File: config.mk
export PLATFORM = sky130hd
export DESIGN_NAME = cordic_vector_iter
export DESIGN_NICKNAME = d
export VERILOG_FILES = /design/src/rtl/cordic_vector_iter.sv
export SDC_FILE = /design/constraint.sdc
export NUM_CORES = 1
export LEC_CHECK = 0
export CORE_MARGIN = 5
export CORE_UTILIZATION = 30
export CTS_BUF_LIST = sky130_fd_sc_hd__clkbuf_2 sky130_fd_sc_hd__clkbuf_4 sky130_fd_sc_hd__clkbuf_8
export DETAILED_ROUTE_END_ITERATION = 8
export HOLD_SLACK_MARGIN = 0.03
export PLACE_DENSITY = 0.45
export SYNTH_ARGS = -nofsm -noshare
export SYNTH_HDL_FRONTEND = slang
export SYNTH_SLANG_ARGS = --single-unit
File: constraint.sdc
create_clock -name clk -period 4.5 [get_ports clk]
set_clock_uncertainty 0.1 [all_clocks]
set_input_delay 0.9 -clock clk [delete_from_list [all_inputs] [get_ports clk]]
set_output_delay 0.9 -clock clk [all_outputs]
set_load 0.02 [all_outputs]
File: src/rtl/cordic_vector_iter.sv
// Iterative circular CORDIC, vectoring mode: (x, y) -> (magnitude * K, angle in BAM).
// Latency: ITERS cycles from accept to out_valid; one request in flight, min period ITERS+2.
// Backpressure: result held stable in DONE until out_ready; in_ready is low outside IDLE.
// Ports: clk/reset (async, active-high); in_valid/in_ready/x_in/y_in request side;
//        out_valid/out_ready/mag_out/angle_out result side. mag_out is uncompensated
//        (includes gain K), angle_out uses 0x4000 = +pi/2, 0x8000 = +/-pi.
module cordic_vector_iter #(
  parameter int ITERS = 16
) (
  input  logic               clk,
  input  logic               reset,
  input  logic               in_valid,
  output logic               in_ready,
  input  logic signed [15:0] x_in,
  input  logic signed [15:0] y_in,
  output logic               out_valid,
  input  logic               out_ready,
  output logic [17:0]        mag_out,
  output logic [15:0]        angle_out
);

  typedef enum logic [1:0] {IDLE, RUN, DONE} state_t;

  state_t             state, state_nxt;
  logic [3:0]         iter;
  logic signed [17:0] x_r, y_r;
  logic [15:0]        z_r;
  logic               zero_r;
  logic               in_ready_r;

  logic               accept;
  logic               last_iter;
  logic signed [17:0] x_ext, y_ext;
  logic signed [17:0] x_sh, y_sh;
  logic [15:0]        atan_i;

  // atan(2^-i) in BAM, rounded to nearest.
  function automatic logic [15:0] atan_lut(input logic [3:0] i);
    case (i)
      4'd0:    atan_lut = 16'h2000;
      4'd1:    atan_lut = 16'h12E4;
      4'd2:    atan_lut = 16'h09FB;
      4'd3:    atan_lut = 16'h0511;
      4'd4:    atan_lut = 16'h028B;
      4'd5:    atan_lut = 16'h0146;
      4'd6:    atan_lut = 16'h00A3;
      4'd7:    atan_lut = 16'h0051;
      4'd8:    atan_lut = 16'h0029;
      4'd9:    atan_lut = 16'h0014;
      4'd10:   atan_lut = 16'h000A;
      4'd11:   atan_lut = 16'h0005;
      4'd12:   atan_lut = 16'h0003;
      4'd13:   atan_lut = 16'h0001;
      4'd14:   atan_lut = 16'h0001;
      default: atan_lut = 16'h0000;
    endcase
  endfunction

  // Two guard bits: -32768 negates cleanly and the K-scaled magnitude (~76300) fits.
  assign x_ext     = {{2{x_in[15]}}, x_in};
  assign y_ext     = {{2{y_in[15]}}, y_in};
  assign x_sh      = x_r >>> iter;
  assign y_sh      = y_r >>> iter;
  assign atan_i    = atan_lut(iter);
  assign last_iter = (iter == 4'(ITERS - 1));
  assign accept    = (state == IDLE) && in_valid && in_ready_r;

  always_comb begin
    state_nxt = state;
    case (state)
      IDLE:    if (accept) state_nxt = RUN;
      RUN:     if (last_iter) state_nxt = DONE;
      DONE:    if (out_ready) state_nxt = IDLE;
      default: state_nxt = IDLE;
    endcase
  end

  always_ff @(posedge clk or posedge reset) begin
    if (reset) begin
      state      <= IDLE;
      in_ready_r <= 1'b0;
      iter       <= 4'd0;
      x_r        <= '0;
      y_r        <= '0;
      z_r        <= '0;
      zero_r     <= 1'b0;
    end else begin
      state      <= state_nxt;
      // Registered ready: high exactly when the next state is IDLE.
      in_ready_r <= (state_nxt == IDLE);
      if (accept) begin
        iter   <= 4'd0;
        zero_r <= (x_in == 16'sd0) && (y_in == 16'sd0);
        // Left half-plane: rotate by pi so iterations only need to cover +/-pi/2.
        if (x_in[15]) begin
          x_r <= -x_ext;
          y_r <= -y_ext;
          z_r <= 16'h8000;
        end else begin
          x_r <= x_ext;
          y_r <= y_ext;
          z_r <= 16'h0000;
        end
      end else if (state == RUN) begin
        if (!y_r[17]) begin
          x_r <= x_r + y_sh;
          y_r <= y_r - x_sh;
          z_r <= z_r + atan_i;
        end else begin
          x_r <= x_r - y_sh;
          y_r <= y_r + x_sh;
          z_r <= z_r - atan_i;
        end
        if (!last_iter) iter <= iter + 4'd1;
      end
    end
  end

  assign in_ready  = in_ready_r;
  assign out_valid = (state == DONE);
  // Gated so outputs read zero outside DONE, including immediately on reset.
  assign mag_out   = out_valid ? $unsigned(x_r) : 18'd0;
  // atan2(0,0) is undefined; report 0 rather than the accumulated z.
  assign angle_out = (out_valid && !zero_r) ? z_r : 16'h0000;

endmodule

Word level (Yosys, flattened, before mapping) --
Memories as Yosys holds them, arrays and structs flattened. Index checks and enable logic that the tools add are counted.
Word-level totals: bits in registers 60, ROM bits 224, logic and storage cells 55, memories kept 1
Memory list:
- (name not given) | depth 16, width 14, read ports 1, clocked after Yosys merged registers in 0, wr ports 0, RTL line 39 | case (i)
Operators by class: add/subtract/negate cells 9, equal/unequal tests 4, shift operators 2, mux-type cells 21, reduce and logical (&&, ||, !) cells 11
Operators with widths (count):
- 18-bit two-way mux | 9
- 16-bit two-way mux | 5
- 18-bit adder | 2
- 16-bit negator with 18-bit output | 2
- 18-bit by 4-bit >>> shifter with 18-bit output | 2
- 18-bit subtractor | 2
- 16-bit zero test | 2
- 16-bit adder | 1
- 16-bit subtractor | 1
- 4-bit two-way mux | 3
- 2-bit two-way mux | 3
- 2-bit one-hot mux with 3 select lines | 1
- 4-bit by 1-bit adder with 4-bit output, second input constant | 1
- 4-bit equality test, second input constant | 1
- 1-bit logical AND | 4
- 2-bit zero test | 2
- 2-bit by 1-bit equality test with 1-bit output, second input constant | 1
- 2-bit equality test, second input constant | 1
- 2-bit != test, second input constant | 1
- 2-bit AND reduction | 1
- 2-bit nonzero test | 1
- 1-bit zero test | 1

Longest topological paths before layout --
Gate-level depths: netlist of run 1.
depth after elaboration 6, depth in mapped cells 22, mapped depth without buffers 19

Worst setup path before layout of run 1 --
No wires, ideal clock.
path kind register -> register, start register iter[3], end register x_r[17], arrival 4.556 ns, data required time 4.274 ns, setup slack -0.282 ns, stages on the path, launching flop included 20, buffers on the path 5, clock period less this slack 4.782 ns, cells stage by stage dfrtp_1 -> clkbuf_1 -> clkbuf_1 -> buf_1 -> clkbuf_1 -> clkbuf_1 -> o21a_1 -> ha_1 -> nand2_1 -> nor4_4 -> nor2_1 -> xnor2_1 -> ha_1 -> or3_1 -> o311ai_0 -> nand3_1 -> a311oi_1 -> a21boi_1 -> nor4b_1 -> a221o_1
Between the ends: word-level cells in the longest chain between the ends 5
Ends and longest elaborated chain:
- from (decl) | RTL line 25 | logic [3:0] iter;
- from (signal assigned) | RTL line 114 | if (!last_iter) iter <= iter + 4'd1;
- 18-bit by 4-bit >>> shifter with 18-bit output * | RTL line 63 | assign y_sh = y_r >>> iter;
- 18-bit adder / 18-bit subtractor (equally long branches) | RTL line 106, 110
- 18-bit two-way mux * | RTL line 105 | if (!y_r[17]) begin
- 18-bit two-way mux * | RTL line 104 | end else if (state == RUN) begin
- 18-bit two-way mux * | RTL line 91 | if (accept) begin
- to (signal assigned) | RTL line 96 | x_r <= -x_ext;
- to (signal assigned) | RTL line 106 | x_r <= x_r + y_sh;
- to (signal assigned) | RTL line 110 | x_r <= x_r - y_sh;
- to (decl) | RTL line 26 | logic signed [17:0] x_r, y_r;
Mark *: on every way between the ends. The rest lies on a longest branch, timed or not. The select of a mux whose other input is x is not followed. A chain may end at the register's enable or synchronous reset.

Final worst setup path of run 1 --
start register iter[0], end register y_r[17]
Between the ends: word-level cells in the longest chain between the ends 5
Ends and longest elaborated chain:
- 18-bit by 4-bit >>> shifter with 18-bit output * | RTL line 62 | assign x_sh = x_r >>> iter;
- 18-bit subtractor / 18-bit adder (equally long branches) | RTL line 107, 111
- 18-bit two-way mux * | RTL line 105
- 18-bit two-way mux * | RTL line 104
- 18-bit two-way mux * | RTL line 91
- to (signal assigned) | RTL line 97 | y_r <= -y_ext;
- to (signal assigned) | RTL line 107 | y_r <= y_r - x_sh;
- to (signal assigned) | RTL line 111 | y_r <= y_r + x_sh;
- to (decl) | RTL line 26
Marks and branches as above.

==> impl_metrics.ini, run 1 <==
[timing]
slew_viol_final = 0
fin_crit_sh_pct = 100
tightest_slew_ns = 0.978
hold_viol = 0
final.min_clock_period_ns = 4.51
setup_viol = 1
slew-limit-headroom_pct = 34.8
rsz0062_at_grt = yes
fmax_ghz = 0.222
final.hold.worst_slack_ns = 0.410
fin_ws_ns = -0.0115

[placement]
portBuffers = 71
routabilityCongestion = 0.883
hpwl_um = 23700
pre_cts_slack_ns = -0.208

[synth]
synth_top_flop_cell = dfrtp_1
synth_nets = 1168
ys_seq_area_share_pct = 17.4
synth_cell_types = 74
syn_inst = 1069
ys_ff_latch = 60
syn_area_per_cell_um2 = 8.09
synth_edf_count = 0
synth_area_mm2 = 0.00865
synthArstFlopShare_pct = 100
yosysWarnings = 0

[run]
maxCapViolCount = 0

[clock_tree]
clk_latency_ns = 0.37
clk_pin_slew_ns = 0.09
cts_max_path_buffers = 2
tritoncts = yes
ctsHoldBuffers = 0
cts_sinks = 60
cts_root_buf = clkbuf_8
cts_buffers = 9
htreeDepth = 3

[drt]
ant_nets = 0
via_per_inst = 5.29
wire_per_inst_um = 18.3
drcViolationCount = 0
drtIter0Drc = 550
first_pass_iters = 5
dr_total_vias = 9015
totalWireLength_um = 31200

[critical_path]
critPathMaxStageDelay_ns = 0.44
cpMaxStageDelayCell = dfrtp_2
worst_setup_path_end_kind = register
crit_chain = buf_12 -> bufbuf_16 -> buf_4 -> mux4_2 -> a22oi_2 -> o21ai_4 -> inv_1 -> ha_1 -> and2_4 -> nor2_1 -> xnor2_1 -> ha_1 -> nand3_1 -> o211ai_1 -> o41ai_2 -> buf_4 -> o211a_4 -> or3_1 -> nor3b_2 -> xnor3_1 -> o221ai_2
critical_path_class = reg2reg
r2r_cells = 21
cp_max_fo = 5
required_ns = 4.61
startpoint_type = register
cp.arrival_ns = 4.63

[die]
io_pins = 72
initial_utilization_pct = 30.2
rows = 62
chipHeight_um = 180
die_x_um = 180
dieArea_mm2 = 0.0323
core_area_mm2 = 0.0286

[global_routing]
grt_first_pass_wirelength_um = 49600
grt_pass1_vias = 8951
track_usage_pct = 18.8
grt_max_degree = 61
grt-ovfl-total = 0
grt.met2_usage_pct = 31.1
met3_usage_pct = 3.11
busiest_layer = met2
antenna_found_initial = 1
use_met1_pct = 26.1

[status]
violations = negative setup slack
status = finished with violations

[finish]
post-route-util_pct = 42.3
nets = 1415
final_cell_mix = buf_4 (215), nand2_1 (88), nor2_1 (85)
final_common_cell = buf_4
layout-drive-gt1-share_pct = 30.4
synthToLayoutAreaGrowth_pct = 40.1
antenna_cells = 0

[hold_path]
hp-class = reg2reg
worstHoldPathCells = 2
==> sequential cells by signal (all words and copies together), names as in the netlist <==
register,count
z_r,16
y_r,18
state,2
iter,4
zero_r,1
in_ready,1
x_r,18
==> cell usage after synthesis (14+ instances only) <==
master	n	area share (%)
o211ai_1	17	1.5
nor2_1	88	3.8
and2_1	41	3.0
o31ai_1	14	1.2
nand2_1	90	3.9
mux4_2	36	9.4
clkbuf_1	41	1.8
inv_1	34	1.5
xnor2_1	58	5.9
o21ai_0	66	3.8
xor2_1	45	4.6
a21oi_1	70	4.0
a31oi_1	27	2.0
nor3_1	27	1.6
nand2b_1	19	1.4
mux2i_1	19	2.2
dfrtp_1	60	17
nand3_1	39	2.3
ha_1	60	8.7
==> area by class of cell <==
type | count | area, um2
fillers | 2857 | 16500
clock inverters | 5 | 61.3
inverters | 36 | 143
repair buffers | 301 | 2590
clock buffers | 11 | 145
flip-flops and latches | 60 | 1510
multi-input cells | 908 | 7200
well taps | 384 | 480
==> final timing paths <==
kind	start	to	slack, ns
worst min-delay path	z_r[0]$_DFFE_PP0P_	z_r[0]$_DFFE_PP0P_	0.41
worst min register to register	z_r[0]$_DFFE_PP0P_	z_r[0]$_DFFE_PP0P_	0.41
max in group asynchronous	reset	x_r[5]$_DFFE_PP0P_	3.19
worst max register to register	iter[0]$_DFFE_PP0P_	y_r[17]$_DFFE_PP0P_	-0.01
worst max-delay path	iter[0]$_DFFE_PP0P_	y_r[17]$_DFFE_PP0P_	-0.01
min in group asynchronous	reset	z_r[0]$_DFFE_PP0P_	0.82
==> cell families after synthesis <==
kind of cell / count (synthesis) / synth area share (%)
AND/OR/NAND/NOR: 371 / 21.7
AO/OA/AOI/OAI: 304 / 23.1
XOR/XNOR: 104 / 10.7
buffers and inverters: 101 / 4.83
multiplexers: 66 / 13.0
adder cells (fa/ha/maj): 63 / 9.37
flip-flops: 60 / 17.4
==> critical path: cells and delay by family, from the launching register on <==
family / cells / cell delay [ns]
AOI/OAI and AO/OA: 6 / 1.03
xor gates and xnor gates: 2 / 0.35
adders and majority gates: 2 / 0.49
buffers and inverters: 5 / 0.76
DFF: 1 / 0.44
muxes: 1 / 0.33
and+or+nand+nor: 5 / 0.83
==> layer usage <==
metal / wire length [um] / vias to the layer above
li1: - / 4444
met1: 14700 / 4309
met2: 14600 / 228
met3: 1490 / 34
met4: 460 / 0
met5: 0 / -
==> per-stage QoR <==
step                cell area (um2)  TNS [ns]  std cells
floorplan                      8710   -0.0553       1069
global placement              11200    -0.297       1661
detailed placement            11200    -0.509       1661
CTS                           11800  -0.00111       1695
global route                  12100     -1.24       1705
finish                        12100   -0.0115       1705
==> what timing repair did <==
action | in CTS | in global routing
pin swaps | 36 | 33
setup buffers | 16 | 10
gates cloned | 2 | 0
endpoints found under the setup margin | 8 | 22
gates resized for setup | 41 | 63
Power of run 1 is left out: the tool's default activity adds up to more than one toggle a clock period on the data nets, which glitch-free logic cannot reach.
==> run 2: changes to the inputs <==
--- a/config.mk
+++ b/config.mk
@@ -6,11 +6,12 @@
 export NUM_CORES = 1
 export LEC_CHECK = 0
 export CORE_MARGIN = 5
-export CORE_UTILIZATION = 30
+export CORE_UTILIZATION = 35
 export CTS_BUF_LIST = sky130_fd_sc_hd__clkbuf_2 sky130_fd_sc_hd__clkbuf_4 sky130_fd_sc_hd__clkbuf_8
 export DETAILED_ROUTE_END_ITERATION = 8
 export HOLD_SLACK_MARGIN = 0.03
-export PLACE_DENSITY = 0.45
+export PLACE_DENSITY = 0.52
 export SYNTH_ARGS = -nofsm -noshare
 export SYNTH_HDL_FRONTEND = slang
 export SYNTH_SLANG_ARGS = --single-unit
+export TNS_END_PERCENT = 20
==> run 2 against run 1 <==
  * The run still ends with negative setup slack left
  * Clock-buffer cell count down 2
  * Via count fell by 3.0%
  * Flip-flop and latch count did not move
  * Final area down 8.7%
  * Final cell count fell by 8.5%
  * Worst hold slack better by 0.012 ns
==> impl_metrics.ini, run 2 (same netlist as run 1, synthesis figures left out) <==
[status]
status = finished with violations
violations = negative setup slack

[placement]
hpwl_um = 22900
portBuffers = 71
routabilityCongestion = 0.925

[finish]
final_cell_mix = buf_4 (139), nand2_1 (89), nor2_1 (87)
multi_input_area_mm2 = 0.00692
layout-drive-gt1-share_pct = 21.6
nets = 1330
antenna_cells = 0
regArea_mm2 = 0.00151
top_regs = x_r: 18 flops, y_r: 18 flops, z_r: 16 flops
synthToLayoutAreaGrowth_pct = 27.8
final_common_cell = buf_4
fillCellCount = 2413

[die]
die_x_um = 167
dieArea_mm2 = 0.0280
core_area_mm2 = 0.0243
io_pins = 72
initial_utilization_pct = 35.6
chipHeight_um = 167
rows = 57

[timing]
rsz0062_at_grt = yes
tightest_slew_ns = 0.913
fin_setup_tns_ns = -0.0164
hold_viol = 0
fmax_ghz = 0.221
final.min_clock_period_ns = 4.52
fin_ws_ns = -0.0164
setup_viol = 1
slew_viol_final = 0
slew-limit-headroom_pct = 38.9
fin_crit_sh_pct = 100

[critical_path]
cp.arrival_ns = 4.69
cp_top_family = compound AO/OA/AOI/OAI gates
crit_chain = buf_12 -> mux4_2 -> mux2_2 -> nand2_1 -> o21a_1 -> ha_2 -> nand2_1 -> nor4_4 -> buf_4 -> buf_4 -> a31oi_1 -> xor2_1 -> o21ai_1 -> ha_1 -> nor3_1 -> nor2_1 -> a311oi_2 -> a21boi_2 -> nor4b_1 -> a221o_1
worst_setup_path_end_kind = register
required_ns = 4.67
cp_max_fo = 12
cpMaxStageDelayCell = mux4_2
critPathMaxStageDelay_ns = 0.52
startpoint_type = register
critical_path_class = reg2reg
critical_path.startpoint = iter[0]$_DFFE_PP0P_
timing.rr.start = iter[0]$_DFFE_PP0P_
path_buf_inv = 3

[drt]
drtIter0Drc = 765
dr_total_vias = 8747
ant_nets = 0
via_per_inst = 5.61
first_pass_iters = 5
wire_per_inst_um = 18.8
totalWireLength_um = 29300
drcViolationCount = 0

[global_routing]
grt_max_degree = 39
antenna_found_initial = 0
grt_first_pass_wirelength_um = 46700
grt-ovfl-total = 0
track_usage_pct = 20.6
grt_pass1_vias = 8276

[clock_tree]
cts_sinks = 60
cts_buffers = 9
clk_latency_ns = 0.38
ctsHoldBuffers = 0
cts_root_buf = clkbuf_8
tritoncts = yes
clk_pin_slew_ns = 0.09
cts_max_path_buffers = 2
htreeDepth = 3

[run]
maxCapViolCount = 0

[hold_path]
hp-class = reg2reg
min_from = z_r[0]$_DFFE_PP0P_
run 2: changes by cell type in the layout (fill, tap and decap cells not counted), sizes merged:
cell / change
clkbuf: -1
bufbuf: -2
bufinv: +1
clkinvlp: -3
inv: +2
buf: -84
clkinv: +2
run 2: worst register-to-register path, cell delays in order (launching register included):
cell and delay, ns:
dfrtp_2 0.42, buf_12 0.16, mux4_2 0.52, mux2_2 0.30
nand2_1 0.07, o21a_1 0.14, ha_2 0.18, nand2_1 0.08
nor4_4 0.35, buf_4 0.17, buf_4 0.11, a31oi_1 0.09
xor2_1 0.15, o21ai_1 0.17, ha_1 0.29, nor3_1 0.18
nor2_1 0.11, a311oi_2 0.30, a21boi_2 0.20, nor4b_1 0.06
a221o_1 0.26
run 2: path summary, 6_finish.rpt:
path,to,depth (start not counted),slack [ns]
max,x_r[17]$_DFFE_PP0P_,20,-0.02
min,z_r[0]$_DFFE_PP0P_,2,0.42
max reg2reg,x_r[17]$_DFFE_PP0P_,20,-0.02
min reg2reg,z_r[0]$_DFFE_PP0P_,2,0.42
max in group asynchronous,iter[0]$_DFFE_PP0P_,3,2.85
min in group asynchronous,z_r[4]$_DFFE_PP0P_,2,0.82
run 2: layer usage:
metal	global-route usage [%]	vias up	share of wire, %
met5	0	-	0
met3	3.61	17	5.7
met1	29.6	4234	47
met2	33.3	222	46
li1	-	4274	-
met4	2.93	0	0.81
run 2: cell type report:
| class | instances | area share, % |
|---|---|---|
| repair buffers | 216 | 16.9 |
| flip-flops and latches | 60 | 13.6 |
| well taps | 324 | 3.66 |
| inverters | 36 | 1.22 |
| clock buffers | 9 | 1.12 |
| clock inverters | 7 | 0.916 |
| multi-input cells | 908 | 62.5 |
run 2: repair_timing:
| item | CTS | global route |
|---|---|---|
| pin swaps | 4 | 7 |
| setup buffers | 0 | 8 |
| cloned | 0 | 1 |
| setup endpoints to repair | 5 | 20 |
| gates resized for setup | 8 | 31 |
run 2: metrics by stage:
stage	util (%)	instances	setup WS [ns]	area [um2]	hold WS (ns)
after floorplan	-	1069	-0.0553	8710	0.369
after global placement	43.6	1535	-0.0403	10600	0.385
after detailed placement	43.6	1535	-0.160	10600	0.403
after CTS	44.6	1551	-0.0265	10900	0.420
after global routing	45.5	1560	-0.242	11100	0.449
final	45.5	1560	-0.0164	11100	0.422
Power of run 2 is left out for the same reason.
==> run 3: changes to the inputs <==
--- a/config.mk
+++ b/config.mk
@@ -8,9 +8,11 @@
 export CORE_MARGIN = 5
 export CORE_UTILIZATION = 35
 export CTS_BUF_LIST = sky130_fd_sc_hd__clkbuf_2 sky130_fd_sc_hd__clkbuf_4 sky130_fd_sc_hd__clkbuf_8
+export CTS_CLUSTER_SIZE = 14
 export DETAILED_ROUTE_END_ITERATION = 8
 export HOLD_SLACK_MARGIN = 0.03
-export PLACE_DENSITY = 0.52
+export PLACE_DENSITY = 0.5
+export REMOVE_ABC_BUFFERS = 1
 export SYNTH_ARGS = -nofsm -noshare
 export SYNTH_HDL_FRONTEND = slang
 export SYNTH_SLANG_ARGS = --single-unit
==> constraint.sdc (replaced) <==
create_clock -name clk -period 4.2 [get_ports clk]
set_clock_uncertainty 0.1 [all_clocks]
set_input_delay 0.84 -clock clk [delete_from_list [all_inputs] [get_ports clk]]
set_output_delay 0.84 -clock clk [all_outputs]
set_load 0.02 [all_outputs]
==> run 3 against run 2 <==
  * The flow still finishes with violations (negative setup slack)
  * Flip-flop and latch count unchanged
  * Via count up 6.3%
  * Register-to-register slack got worse by 0.29 ns
  * Core utilization grew 5.1 points
  * Critical path depth shrank 2
  * Die area stayed put
  * Worst hold slack got worse by 0.012 ns
  * Global-route usage up 1.1 points
  * Clock-buffer cell count up 1
  * Setup slack worse by 0.29 ns
  * First-iteration DRC count fell by 30%
  * Maximum frequency grew 0.30%
  * Largest cell class unchanged
==> impl_metrics.ini, run 3 (same netlist as run 1, synthesis figures left out) <==
[status]
status = finished with violations
violations = negative setup slack

[timing]
fin_ws_ns = -0.303
fin_crit_sh_pct = 107
rsz0062_at_grt = yes
tightest_slew_ns = 1.10
fmax_ghz = 0.222
fin_setup_tns_ns = -1.45
setup_viol = 12
slew_viol_final = 0
final.min_clock_period_ns = 4.50
slew-limit-headroom_pct = 26.7
hold_viol = 0

[drt]
drtIter0Drc = 532
wire_per_inst_um = 18.2
first_pass_iters = 7
totalWireLength_um = 30900
ant_nets = 0
via_per_inst = 5.47
drcViolationCount = 0
dr_total_vias = 9300

[die]
core_area_mm2 = 0.0243
dieArea_mm2 = 0.0280
chipHeight_um = 167
initial_utilization_pct = 35.6
die_x_um = 167
rows = 57
io_pins = 72

[finish]
top_regs = x_r: 18 flops, y_r: 18 flops, z_r: 16 flops
layout.cells.non_filler = 1700
nets = 1470
design_area_mm2 = 0.0123
layout-drive-gt1-share_pct = 32.5
final_cell_mix = buf_4 (276), nand2_1 (87), nor2_1 (86)
synthToLayoutAreaGrowth_pct = 42.1
antenna_cells = 0
final_common_cell = buf_4

[critical_path]
cpMostUsedCell = mux4_2
startpoint_type = register
critPathMaxStageDelay_ns = 0.54
cpMaxStageDelayCell = mux4_2
cp.arrival_ns = 4.69
crit_chain = buf_6 -> buf_8 -> mux4_2 -> mux4_2 -> a2111oi_4 -> nand2_2 -> inv_2 -> a41oi_2 -> xnor2_1 -> ha_1 -> a21oi_2 -> nor2b_1 -> o21a_1 -> o41ai_2 -> o21ai_1 -> nor3b_2 -> xnor3_1 -> o221ai_2
worst_setup_path_end_kind = register
cp_max_fo = 7
critical_path_class = reg2reg
required_ns = 4.39
r2r_slack_ns = -0.30

[clock_tree]
clk_latency_ns = 0.38
htreeDepth = 3
cts_sinks = 60
cts_root_buf = clkbuf_8
tritoncts = yes
clk_pin_slew_ns = 0.09
cts_max_path_buffers = 2
ctsHoldBuffers = 0
cts_buffers = 9

[run]
maxCapViolCount = 0

[placement]
hpwl_um = 24000
portBuffers = 71
routabilityCongestion = 0.863
place_inst = 1665
post_dp_cell_area_mm2 = 0.0115

[global_routing]
grt-ovfl-total = 0
grt_max_degree = 53
grt_first_pass_wirelength_um = 49300
grt_pass1_vias = 9080
antenna_found_initial = 0
track_usage_pct = 21.7

[hold_path]
hp-class = reg2reg
-- run 3: changes by cell type in the layout (fill, tap and decap cells not counted), moves of 4 or more --
cell	before	now
a31oi_1	26	20
a21oi_1	68	59
buf_4	139	276
a21oi_2	2	11
and3_1	9	5
buf_6	0	4
o21ai_2	2	6
a31oi_2	1	6
o21ai_0	59	55
-- run 3: layer usage --
layer	share of wire [%]	GRT usage [%]
met5	0	0
met4	1.9	5.15
met3	4.4	3.54
met2	49	37.2
met1	45	28.7
-- run 3: worst paths after layout --
check,to,start,cells past startpoint
max,y_r[17]$_DFFE_PP0P_,iter[0]$_DFFE_PP0P_,18
min,z_r[0]$_DFFE_PP0P_,z_r[0]$_DFFE_PP0P_,2
max reg2reg,y_r[17]$_DFFE_PP0P_,iter[0]$_DFFE_PP0P_,18
min reg2reg,z_r[0]$_DFFE_PP0P_,z_r[0]$_DFFE_PP0P_,2
max in group asynchronous,y_r[9]$_DFFE_PP0P_,reset,3
min in group asynchronous,z_r[2]$_DFFE_PP0P_,reset,2
-- run 3: per-stage QoR --
step | hold WS [ns] | worst slack [ns] | utilization (%)
4_1_cts | 0.418 | -0.311 | 48.9
2_1_floorplan | 0.369 | -1.67 | -
3_3_place_gp | 0.387 | -0.346 | 47.4
3_5_place_dp | 0.395 | -0.423 | 47.4
6_report | 0.409 | -0.303 | 50.6
5_1_grt | 0.456 | -0.560 | 50.6
-- run 3: area by class of cell --
class / instances / area (um2)
Fill cell: 2381 / 12000
Timing Repair Buffer: 356 / 2920
Multi-Input combinational cell: 908 / 7130
Clock buffer: 10 / 131
Clock inverter: 6 / 63.8
Sequential cell: 60 / 1510
Tap cell: 324 / 405
Inverter: 36 / 139
-- run 3: worst max-delay path: cells and delay by family (launching register included) --
family                   cells  cell delay [ns]
AO/OA/AOI/OAI                7             1.42
XOR/XNOR                     2             0.41
adder cells (fa/ha/maj)      1             0.34
multiplexers                 2             1.06
flip-flops                   1             0.39
AND/OR/NAND/NOR              3             0.38
buffers and inverters        3             0.33
-- run 3: what timing repair did --
| item | CTS | global route |
|---|---|---|
| endpoints found under the setup margin | 21 | 28 |
| gates cloned | 0 | 1 |
| buffers inserted | 4 | 16 |
| pin swaps | 18 | 41 |
| gates resized for setup | 44 | 60 |
Power of run 3 is left out for the same reason.
